$ cat src/rtl/micro_ucr_nonce_search_if.sv
// micro_ucr_nonce_search_if: request/response link between the nonce search controller and the hash core
interface micro_ucr_nonce_search_if;
    logic         hash_init;
    logic         valid;
    logic [127:0] block_in;
    logic [23:0]  hash;
    logic         hash_ready;
    modport master (output hash_init, valid, block_in, input hash, hash_ready);
    modport slave  (input hash_init, valid, block_in, output hash, hash_ready);
endinterface

$ cat src/rtl/micro_ucr_nonce_search.sv
// micro_ucr_nonce_search: proof-of-work nonce search driving micro_ucr_hash until a hit, exhaustion, timeout or stop
module micro_ucr_nonce_search #(
    parameter int NONCE_W = 32,
    parameter int TIMEOUT = 255
) (
    input  logic               clk,
    input  logic               reset,
    input  logic               start,
    input  logic               stop,
    input  logic [95:0]        payload,
    input  logic [7:0]         target,
    micro_ucr_nonce_search_if.master core,
    output logic               busy,
    output logic               found,
    output logic               exhausted,
    output logic               timeout_err,
    output logic [NONCE_W-1:0] nonce,
    output logic [23:0]        golden_hash
);
    typedef enum logic [2:0] {IDLE, ARM, ISSUE, LOAD, WAIT, CHECK, DONE} state_t;
    state_t state, state_n;
    logic [95:0]        payload_q, payload_n;
    logic [7:0]         target_q, target_n, wd, wd_n;
    logic [23:0]        last_hash, last_hash_n, golden_n;
    logic [NONCE_W-1:0] nonce_n;
    logic [127:0]       block_n;
    logic               found_n, exhausted_n, timeout_n, busy_n, init_n, valid_n, hit;
    always_ff @(posedge clk or negedge reset) begin
        if (!reset) begin
            state          <= IDLE;
            payload_q      <= '0;
            target_q       <= '0;
            wd             <= '0;
            last_hash      <= '0;
            golden_hash    <= '0;
            nonce          <= '0;
            found          <= 1'b0;
            exhausted      <= 1'b0;
            timeout_err    <= 1'b0;
            busy           <= 1'b0;
            core.hash_init <= 1'b0;
            core.valid     <= 1'b0;
            core.block_in  <= '0;
        end else begin
            state          <= state_n;
            payload_q      <= payload_n;
            target_q       <= target_n;
            wd             <= wd_n;
            last_hash      <= last_hash_n;
            golden_hash    <= golden_n;
            nonce          <= nonce_n;
            found          <= found_n;
            exhausted      <= exhausted_n;
            timeout_err    <= timeout_n;
            busy           <= busy_n;
            core.hash_init <= init_n;
            core.valid     <= valid_n;
            core.block_in  <= block_n;
        end
    end
    always_comb begin
        hit         = (last_hash[23:16] < target_q) && (last_hash[15:8] < target_q);
        state_n     = state;
        payload_n   = payload_q;
        target_n    = target_q;
        wd_n        = wd;
        last_hash_n = last_hash;
        golden_n    = golden_hash;
        nonce_n     = nonce;
        found_n     = found;
        exhausted_n = exhausted;
        timeout_n   = timeout_err;
        init_n      = 1'b0;
        valid_n     = 1'b0;
        block_n     = core.block_in;
        if (stop && busy) begin
            state_n = DONE;
        end else begin
            case (state)
                IDLE: if (start) begin
                    state_n     = ARM;
                    payload_n   = payload;
                    target_n    = target;
                    nonce_n     = '0;
                    found_n     = 1'b0;
                    exhausted_n = 1'b0;
                    timeout_n   = 1'b0;
                    golden_n    = '0;
                end
                // a still-high hash_ready belongs to an earlier request, so hold off issuing
                ARM: if (!core.hash_ready) begin
                    state_n = ISSUE;
                    init_n  = 1'b1;
                    valid_n = 1'b1;
                    block_n = {32'(nonce), payload_q};
                end
                ISSUE: begin
                    state_n = LOAD;
                    valid_n = 1'b1;
                end
                LOAD: begin
                    state_n = WAIT;
                    wd_n    = '0;
                end
                WAIT: if (core.hash_ready) begin
                    state_n     = CHECK;
                    last_hash_n = core.hash;
                end else if (wd == 8'(TIMEOUT - 1)) begin
                    state_n   = DONE;
                    timeout_n = 1'b1;
                end else begin
                    wd_n = wd + 8'd1;
                end
                CHECK: if (hit) begin
                    state_n  = DONE;
                    found_n  = 1'b1;
                    golden_n = last_hash;
                end else if (nonce == '1) begin
                    state_n     = DONE;
                    exhausted_n = 1'b1;
                end else begin
                    state_n = ARM;
                    nonce_n = nonce + NONCE_W'(1);
                end
                DONE: state_n = start ? DONE : IDLE;
                default: state_n = IDLE;
            endcase
        end
        busy_n = state_n inside {ARM, ISSUE, LOAD, WAIT, CHECK};
    end
endmodule

$ cat src/flat_wrapper.sv
// flat-port wrapper written by rule: the top's interface ports become plain ports
module micro_ucr_nonce_search_flat 
#(
    parameter int NONCE_W = 32,
    parameter int TIMEOUT = 255
)
  (clk, reset, start, stop, payload, target, busy, found, exhausted, timeout_err, nonce, golden_hash, core_hash_init, core_valid, core_block_in, core_hash, core_hash_ready);
  micro_ucr_nonce_search_if core_i ();
  input  logic clk;
  input  logic reset;
  input  logic start;
  input  logic stop;
  input  logic [95:0] payload;
  input  logic [7:0] target;
  output logic busy;
  output logic found;
  output logic exhausted;
  output logic timeout_err;
  output logic [NONCE_W-1:0] nonce;
  output logic [23:0] golden_hash;
  output wire logic [$bits(core_i.hash_init)-1:0] core_hash_init;
  output wire logic [$bits(core_i.valid)-1:0] core_valid;
  output wire logic [$bits(core_i.block_in)-1:0] core_block_in;
  input wire logic [$bits(core_i.hash)-1:0] core_hash;
  input wire logic [$bits(core_i.hash_ready)-1:0] core_hash_ready;
  assign core_hash_init = core_i.hash_init;
  assign core_valid = core_i.valid;
  assign core_block_in = core_i.block_in;
  assign core_i.hash = core_hash;
  assign core_i.hash_ready = core_hash_ready;
  micro_ucr_nonce_search #(.NONCE_W(NONCE_W), .TIMEOUT(TIMEOUT)) u_core (.clk(clk), .reset(reset), .start(start), .stop(stop), .payload(payload), .target(target), .core(core_i), .busy(busy), .found(found), .exhausted(exhausted), .timeout_err(timeout_err), .nonce(nonce), .golden_hash(golden_hash));
endmodule
$ cat config.mk
export PLATFORM = sky130hd
export DESIGN_NAME = micro_ucr_nonce_search_flat
export DESIGN_NICKNAME = d
export VERILOG_FILES = /design/src/rtl/micro_ucr_nonce_search_if.sv /design/src/rtl/micro_ucr_nonce_search.sv /design/src/flat_wrapper.sv
export SDC_FILE = /design/constraint.sdc
export NUM_CORES = 1
export LEC_CHECK = 0
export CAP_MARGIN = 20
export CORE_ASPECT_RATIO = 0.7
export CORE_MARGIN = 2
export CORE_UTILIZATION = 45
export CTS_CLUSTER_DIAMETER = 100
export CTS_CLUSTER_SIZE = 30
export DETAILED_ROUTE_END_ITERATION = 8
export PLACE_DENSITY = 0.81
export SYNTH_ARGS = -nofsm -noshare
export SYNTH_HDL_FRONTEND = slang
export SYNTH_SLANG_ARGS = --single-unit
$ cat constraint.sdc
create_clock -name clk -period 2.6 [get_ports clk]
set_input_delay 0.26 -clock clk [delete_from_list [all_inputs] [get_ports clk]]
set_output_delay 0.26 -clock clk [all_outputs]
set_load 0.1 [all_outputs]
==> reports/metrics.yaml, run 1 <==
status: "completed"
final_util_pct: 60.8
synth_edf_count: 0
die_area_um2: 31200
r2r_start: "u_core.target_q[2]$_DFFE_PN0P_"
grt_pass1_wl_um: 57600
worst_slew_margin_rel_pct: 48.9
p_leak_nw: 9.36
ys_seq_area_share_pct: 61.4
layout_common_cells: "nand2_1 (761), dfrtp_1 (307), buf_4 (239), clkdlybuf4s50_1 (131), nand3_1 (37)"
antenna-diode-count: 0
min_path_type: "in -> reg"
core-area_um2: 29100
cp-end-kind: "register"
avgSynthCellArea_um2: 9.17
grt_max_degree: 125
power.switching_w: 0.0113
p_seq_share_pct: 35.5
whs_path_depth: 3
ys_ff_latch: 329
clkLatencyLatePin_ps: 500
clk_pin_slew_worst_paths_ps: 120
pre_cts_ws_ps: -18.7
place_congestion: 0.862
ys.flop_type: "dfrtp_1"
wl_per_cell_um: 16.6
period_share_pct: 98.6
htree_levels: 1
required_ps: 2990
critical_path_class: "reg -> reg"
cts_buffers: 14
rsz0062_at_grt: "yes"
vias: 11200
layout.nets: 1947
worst_slew_pin_slew_ps: 766
synth_cell_type_count: 49
firstDrtPassIters: 5
port-buffer-count: 322
min_period_ps: 2560
reg2reg_depth: 12
cp-start-kind: "register"
cp_slowest_stage_delay_ps: 380
root_buffer: "clkbuf_16"
start_util_pct: 46.1
finClkSkew_ps: 14.3
r2r_slack_ps: 40
ioPinCount: 323
cts.sinks: 329
grt_pass1_vias: 10900
gr-total-overflow: 0
viasPerCell: 5.12
power.share.clock_pct: 11.8
syn-cell-area_um2: 13400
path_cells: "inv_1, ha_1, a211oi_1, a211oi_2, nor4_2, buf_4, a21oi_1, buf_4, a41oi_4, buf_4, or3_1, a21oi_2"
place_hpwl_um: 25200
ir_worst_vdd_mv: 1.05
hold_viol_final: 0
syn2layout_area_growth_pct: 31.9
p_per_area_nw_per_um2: 1260
maxSlewViolCount: 0
startpoint: "u_core.target_q[2]$_DFFE_PN0P_"
remaining_drc_errors: 0
ys_warn_count: 0
fmax_mhz: 390
grt_use_total_pct: 22.9
ant_nets: 0
crit_top_cell: "buf_4"
layout_setup_ws_ps: 37.1
drv_cap: 0
hp-start: "payload[21]"
die_h_um: 148
sw_frac_of_total_pct: 50.8
synthArstFlopShare_pct: 100
p_comb_share_pct: 52.7
crit_fanout: 5
internal-power_w: 0.0109
setup_violations: 0
cts_tree: "yes"
hold-path-endpoint: "u_core.payload_q[21]$_DFFE_PN0P_"
die_w_um: 210
drtIter0Drc: 783
synth_fp_nets: 1611
worstPathArrival_ps: 2960
hold_ws_ps: 272
finalPower_w: 0.0222
clock_path_buffers: 3
critPathSlowestCell: "dfrtp_1"
synth_cells: 1461
drive_above_1_share_pct: 19.6
antenna_found_initial: 0
rows: 52
final_common_cell: "nand2_1"
routed_wirelength_um: 36100
r2r-end: "u_core.nonce[27]$_DFFE_PN0P_"
[area by class of cell]
class | count | area, µm²
clock buffer | 19 | 390
multi-input combinational | 1046 | 5010
fill | 2432 | 11400
sequential | 329 | 8270
tap | 378 | 473
timing repair buffer | 391 | 3470
inverter | 15 | 58.8
[timing repair]
| action | CTS | global route |
|---|---|---|
| gates cloned | 0 | 0 |
| endpoints found under the setup margin | 25 | 76 |
| buffers inserted | 2 | 5 |
| hold buffers | 1 | 0 |
| gates resized for setup | 3 | 16 |
| endpoints found under the hold margin | 73 | 0 |
| pin swaps | 5 | 9 |
[registers in the layout, summed over array words and instances (netlist names)]
name                   flops
u_core.core.block_in     128
u_core.payload_q          96
u_core.nonce              32
u_core.golden_hash        24
u_core.last_hash          24
u_core.target_q            8
u_core.wd                  8
u_core.state               3
u_core.busy                1
u_core.core.hash_init      1
u_core.core.valid          1
u_core.exhausted           1
u_core.found               1
u_core.timeout_err         1
[power by group through the flow]
stage	clock network, W	registers [W]	logic (W)
2_1_floorplan	0	0.0129	0.00346
3_3_place_gp	0	0.00791	0.0114
3_5_place_dp	0	0.00797	0.0116
4_1_cts	0.00271	0.00789	0.0117
5_1_grt	0.00287	0.00809	0.0125
6_report	0.00262	0.00790	0.0117
[worst max path at each step]
stage / to / cells after the start
floorplan: u_core.nonce[15]$_DFFE_PN0P_ / 10
global placement: u_core.last_hash[23]$_DFFE_PN0P_ / 11
detailed placement: u_core.wd[5]$_DFFE_PN0P_ / 11
CTS: u_core.nonce[31]$_DFFE_PN0P_ / 12
global route: u_core.nonce[29]$_DFFE_PN0P_ / 12
finish: u_core.nonce[27]$_DFFE_PN0P_ / 12
[synth_stat cells (3+ instances only)]
cell,n,area [µm²]
xor2_1,17,149
inv_1,15,56.3
a21oi_2,3,26.3
nor3_1,4,20.0
nand4_1,18,113
or4_1,3,22.5
a21oi_1,22,110
ha_1,17,213
and2_1,3,18.8
dfrtp_1,329,8230
o21ai_1,4,20.0
or2_2,3,18.8
mux2_2,25,282
or3_1,16,100
nand2_1,761,2860
o31ai_1,4,30.0
and3_1,10,62.6
nor2_1,36,135
buf_1,3,11.3
xnor2_1,3,26.3
o21ai_0,27,135
nor4_1,5,31.3
nand3_1,39,195
clkbuf_1,62,233
buf_6,4,45.0
[cells by family (layout without fill, tap and decap cells)]
kind of cell	after synthesis	in the layout	synth area share [%]
fa+ha+maj	17	17	1.59
compound gates	73	73	3.32
flops	329	329	61.4
xor+xnor	20	20	1.31
buf+inv	86	425	2.65
mux	26	26	2.18
simple gates	910	910	27.5
[routing by layer]
metal | wire length, µm | share of wire, % | global-route usage (%)
met5 | 0 | 0 | 0
met4 | 442 | 1.2 | 3.65
met3 | 2600 | 7.2 | 4.71
met2 | 16400 | 46 | 36.3
met1 | 16600 | 46 | 33.6
[metrics by stage]
stage | instances | TNS (ps) | instance area [µm²]
2_1_floorplan | 1461 | -4860 | 13500
3_3_place_gp | 2151 | 0 | 17100
3_5_place_dp | 2151 | -73.6 | 17100
4_1_cts | 2173 | -11.9 | 17600
5_1_grt | 2178 | -1360 | 17700
6_report | 2178 | 0 | 17700
[critical path, delay by kind of cell (launching register included)]
| family | cells | cell delay, ps |
|---|---|---|
| AO/OA/AOI/OAI | 5 | 860 |
| buffers and inverters | 4 | 620 |
| flip-flops | 1 | 380 |
| AND/OR/NAND/NOR | 2 | 330 |
| adder cells (fa/ha/maj) | 1 | 250 |
(Power assumes the default switching activity.)
==> run 2, diff against run 1 <==
--- a/config.mk
+++ b/config.mk
@@ -5,7 +5,6 @@
 export SDC_FILE = /design/constraint.sdc
 export NUM_CORES = 1
 export LEC_CHECK = 0
-export CAP_MARGIN = 20
 export CORE_ASPECT_RATIO = 0.7
 export CORE_MARGIN = 2
 export CORE_UTILIZATION = 45
==> results of run 2 <==
No change in the layout: final DEF, timing and power equal those of run 1.
==> run 3, diff against run 2 <==
--- a/config.mk
+++ b/config.mk
@@ -7,11 +7,11 @@
 export LEC_CHECK = 0
 export CORE_ASPECT_RATIO = 0.7
 export CORE_MARGIN = 2
-export CORE_UTILIZATION = 45
+export CORE_UTILIZATION = 54
 export CTS_CLUSTER_DIAMETER = 100
 export CTS_CLUSTER_SIZE = 30
 export DETAILED_ROUTE_END_ITERATION = 8
-export PLACE_DENSITY = 0.81
+export PLACE_DENSITY = 0.86
 export SYNTH_ARGS = -nofsm -noshare
 export SYNTH_HDL_FRONTEND = slang
 export SYNTH_SLANG_ARGS = --single-unit
==> constraint.sdc (replaced) <==
create_clock -name clk -period 3.1 [get_ports clk]
set_input_delay 0.31 -clock clk [delete_from_list [all_inputs] [get_ports clk]]
set_output_delay 0.31 -clock clk [all_outputs]
set_load 0.1 [all_outputs]
==> run 3 against run 2 <==
  * Critical path depth is 3 lower
  * Non-clock buffer count is 39 lower
  * Critical endpoint is now u_core.nonce[24]$_DFFE_PN0P_
  * Routed wire length is 3.1% lower
  * Final area is 1.5% lower
  * Global-route usage is 3.6 points higher
  * Hold slack better by 54 ps
  * Largest power group unchanged
  * Via count is 0.78% lower
  * Power is 18% lower
  * Count of clock-buffer cells in the layout is 1 lower
  * First-iteration DRC count is 1.3% higher
  * Utilization is 10 points higher
==> reports/metrics.yaml, run 3 (same netlist as run 1, synthesis figures left out) <==
cp-end-kind: "register"  # unchanged
top_register: "u_core.core.block_in"  # unchanged
setup_violations: 0  # unchanged
p_leak_nw: 8.82  # was 9.36 nW
min_period_ps: 2950  # was 2560 ps
final_common_cell: "nand2_1"  # unchanged
firstDrtPassIters: 5  # unchanged
power.share.clock_pct: 11.7  # was 11.8%
layout_common_cells: "nand2_1 (761), dfrtp_1 (325), clkdlybuf4s50_1 (268), buf_4 (72), nand3_1 (37)"  # was nand2_1 (761), dfrtp_1 (307), buf_4 (239), clkdlybuf4s50_1 (131), nand3_1 (37)
layout.nets: 1908  # was 1947
instances_no_fill: 2085  # was 2178
antenna-diode-count: 0  # unchanged
min_path_type: "in -> reg"  # unchanged
grt_pass1_vias: 10800  # was 10900
crit_fanout: 8  # was 5
ioPinCount: 323  # unchanged
cts_tree: "yes"  # unchanged
use_met2_pct: 42.1  # was 36.3%
wl_per_cell_um: 16.8  # was 16.6 µm
status: "completed"  # unchanged
hold_viol_final: 0  # unchanged
use_met3_pct: 6.03  # was 4.71%
sw_frac_of_total_pct: 50.9  # was 50.8%
clk_pin_slew_worst_paths_ps: 110  # was 120 ps
port-buffer-count: 322  # unchanged
p_comb_share_pct: 52.0  # was 52.7%
die_area_um2: 26100  # was 31200 µm²
syn2layout_area_growth_pct: 29.9  # was 31.9%
p_per_area_nw_per_um2: 1050  # was 1260 nW/µm²
finClkSkew_ps: 18.3  # was 14.3 ps
cp-start-kind: "register"  # unchanged
grt_max_degree: 125  # unchanged
drtIter0Drc: 793  # was 783
busiest_layer: "met2"  # unchanged
drive_above_1_share_pct: 8.30  # was 19.6%
place_hpwl_um: 24200  # was 25200 µm
ant_nets: 0  # unchanged
cts.sinks: 329  # unchanged
worstPathArrival_ps: 3370  # was 2960 ps
largest_register_ffs: 128  # unchanged
ir_worst_vdd_mv: 0.836  # was 1.05 mV
rsz0062_at_grt: "no"  # was yes
core-area_um2: 24500  # was 29100 µm²
required_ps: 3520  # was 2990 ps
worst_slew_pin_slew_ps: 1020  # was 766 ps
die_h_um: 136  # was 148 µm
maxSlewViolCount: 0  # unchanged
antenna_found_initial: 0  # unchanged
rows: 48  # was 52
fin_tns_setup_ps: 0  # unchanged
power.switching_w: 0.00933  # was 0.0113 W
final_util_pct: 71.0  # was 60.8%
critical_path_class: "reg -> reg"  # unchanged
gr-total-overflow: 0  # unchanged
grtUsageMet1_pct: 37.2  # was 33.6%
worst_slew_margin_rel_pct: 31.7  # was 48.9%
reg_top3: "u_core.core.block_in x128, u_core.payload_q x96, u_core.nonce x32"  # unchanged
cts_buffers: 14  # unchanged
fmax_mhz: 339  # was 390 MHz
root_buffer: "clkbuf_16"  # unchanged
internal-power_w: 0.00899  # was 0.0109 W
grt_pass1_wl_um: 55200  # was 57600 µm
die_w_um: 192  # was 210 µm
dp_cells: 2066  # was 2151
r2r_slack_ps: 150  # was 40 ps
clkLatencyLatePin_ps: 500  # about the same
routed_wirelength_um: 35000  # was 36100 µm
period_share_pct: 95.1  # was 98.6%
drv_cap: 0  # unchanged
hold_ws_ps: 325  # was 272 ps
fillers: 1815  # was 2432
post-cts-setup-buffer-count: 0  # was 2
start_util_pct: 54.7  # was 46.1%
viasPerCell: 5.31  # was 5.12
p_seq_share_pct: 36.2  # was 35.5%
place_congestion: 0.875  # was 0.862
remaining_drc_errors: 0  # unchanged
grt_use_total_pct: 26.5  # was 22.9%
vias: 11100  # was 11200
htree_levels: 1  # unchanged
clock_path_buffers: 3  # unchanged
==> run 3: area by class of cell <==
| cell class | instances | area, µm² | share of cell area, % |
|---|---|---|---|
| sequential | 329 | 8240 | 47.3 |
| multi-input combinational | 1046 | 4860 | 27.9 |
| timing repair buffer | 352 | 3450 | 19.8 |
| tap | 325 | 407 | 2.34 |
| clock buffer | 18 | 387 | 2.22 |
| inverter | 15 | 58.8 | 0.338 |
==> run 3: path summary, 6_finish.rpt <==
| path | startpoint | to | depth (start not counted) |
|---|---|---|---|
| hold reg to reg | u_core.payload_q[2]$_DFFE_PN0P_ | u_core.core.block_in[2]$_DFFE_PN0P_ | 2 |
| setup / recovery | u_core.last_hash[21]$_DFFE_PN0P_ | u_core.nonce[24]$_DFFE_PN0P_ | 9 |
| max in group asynchronous | reset | u_core.core.block_in[111]$_DFFE_PN0P_ | 3 |
| setup reg to reg | u_core.last_hash[21]$_DFFE_PN0P_ | u_core.nonce[24]$_DFFE_PN0P_ | 9 |
| hold / removal | payload[66] | u_core.payload_q[66]$_DFFE_PN0P_ | 3 |
| min in group asynchronous | reset | u_core.core.block_in[84]$_DFFE_PN0P_ | 2 |
==> run 3: timing repair <==
item / 4_1_cts / 5_1_grt
hold buffers: 1 / 0
setup endpoints to repair: 0 / 3
hold endpoints to repair: 77 / 0
resized for setup: 0 / 2
==> run 3: worst max-delay path: stages, from the launching register on <==
cell      delay [ps]
dfrtp_1          440
ha_1             350
nand4_1          130
a211oi_1         370
nor4_2           130
a21oi_1          470
buf_4            260
nand4_1          210
or3_1            360
a21oi_1          160
==> run 3: stage by stage <==
stage                     worst slack, ps  area [µm²]  total power, W
final                                 153       17400          0.0183
after CTS                             201       17400          0.0184
after floorplan                      33.3       13400          0.0135
after global placement                356       17000          0.0159
after global routing                 55.5       17400          0.0193
after detailed placement              229       17000          0.0162
==> run 3: layer usage <==
metal  up-vias  part of all wire [%]
met5         -                     0
met4         0                   2.6
met3        56                   8.5
met2       442                    46
met1      5380                    43
li1       5185                     -
==> run 3: power by group through the flow <==
| stage | registers, W | logic, W | clock network, W |
|---|---|---|---|
| floorplan | 0.0108 | 0.00276 | 0 |
| global placement | 0.00662 | 0.00931 | 0 |
| detailed placement | 0.00669 | 0.00953 | 0 |
| CTS | 0.00662 | 0.00955 | 0.00220 |
| global route | 0.00679 | 0.0102 | 0.00233 |
| finish | 0.00663 | 0.00953 | 0.00215 |
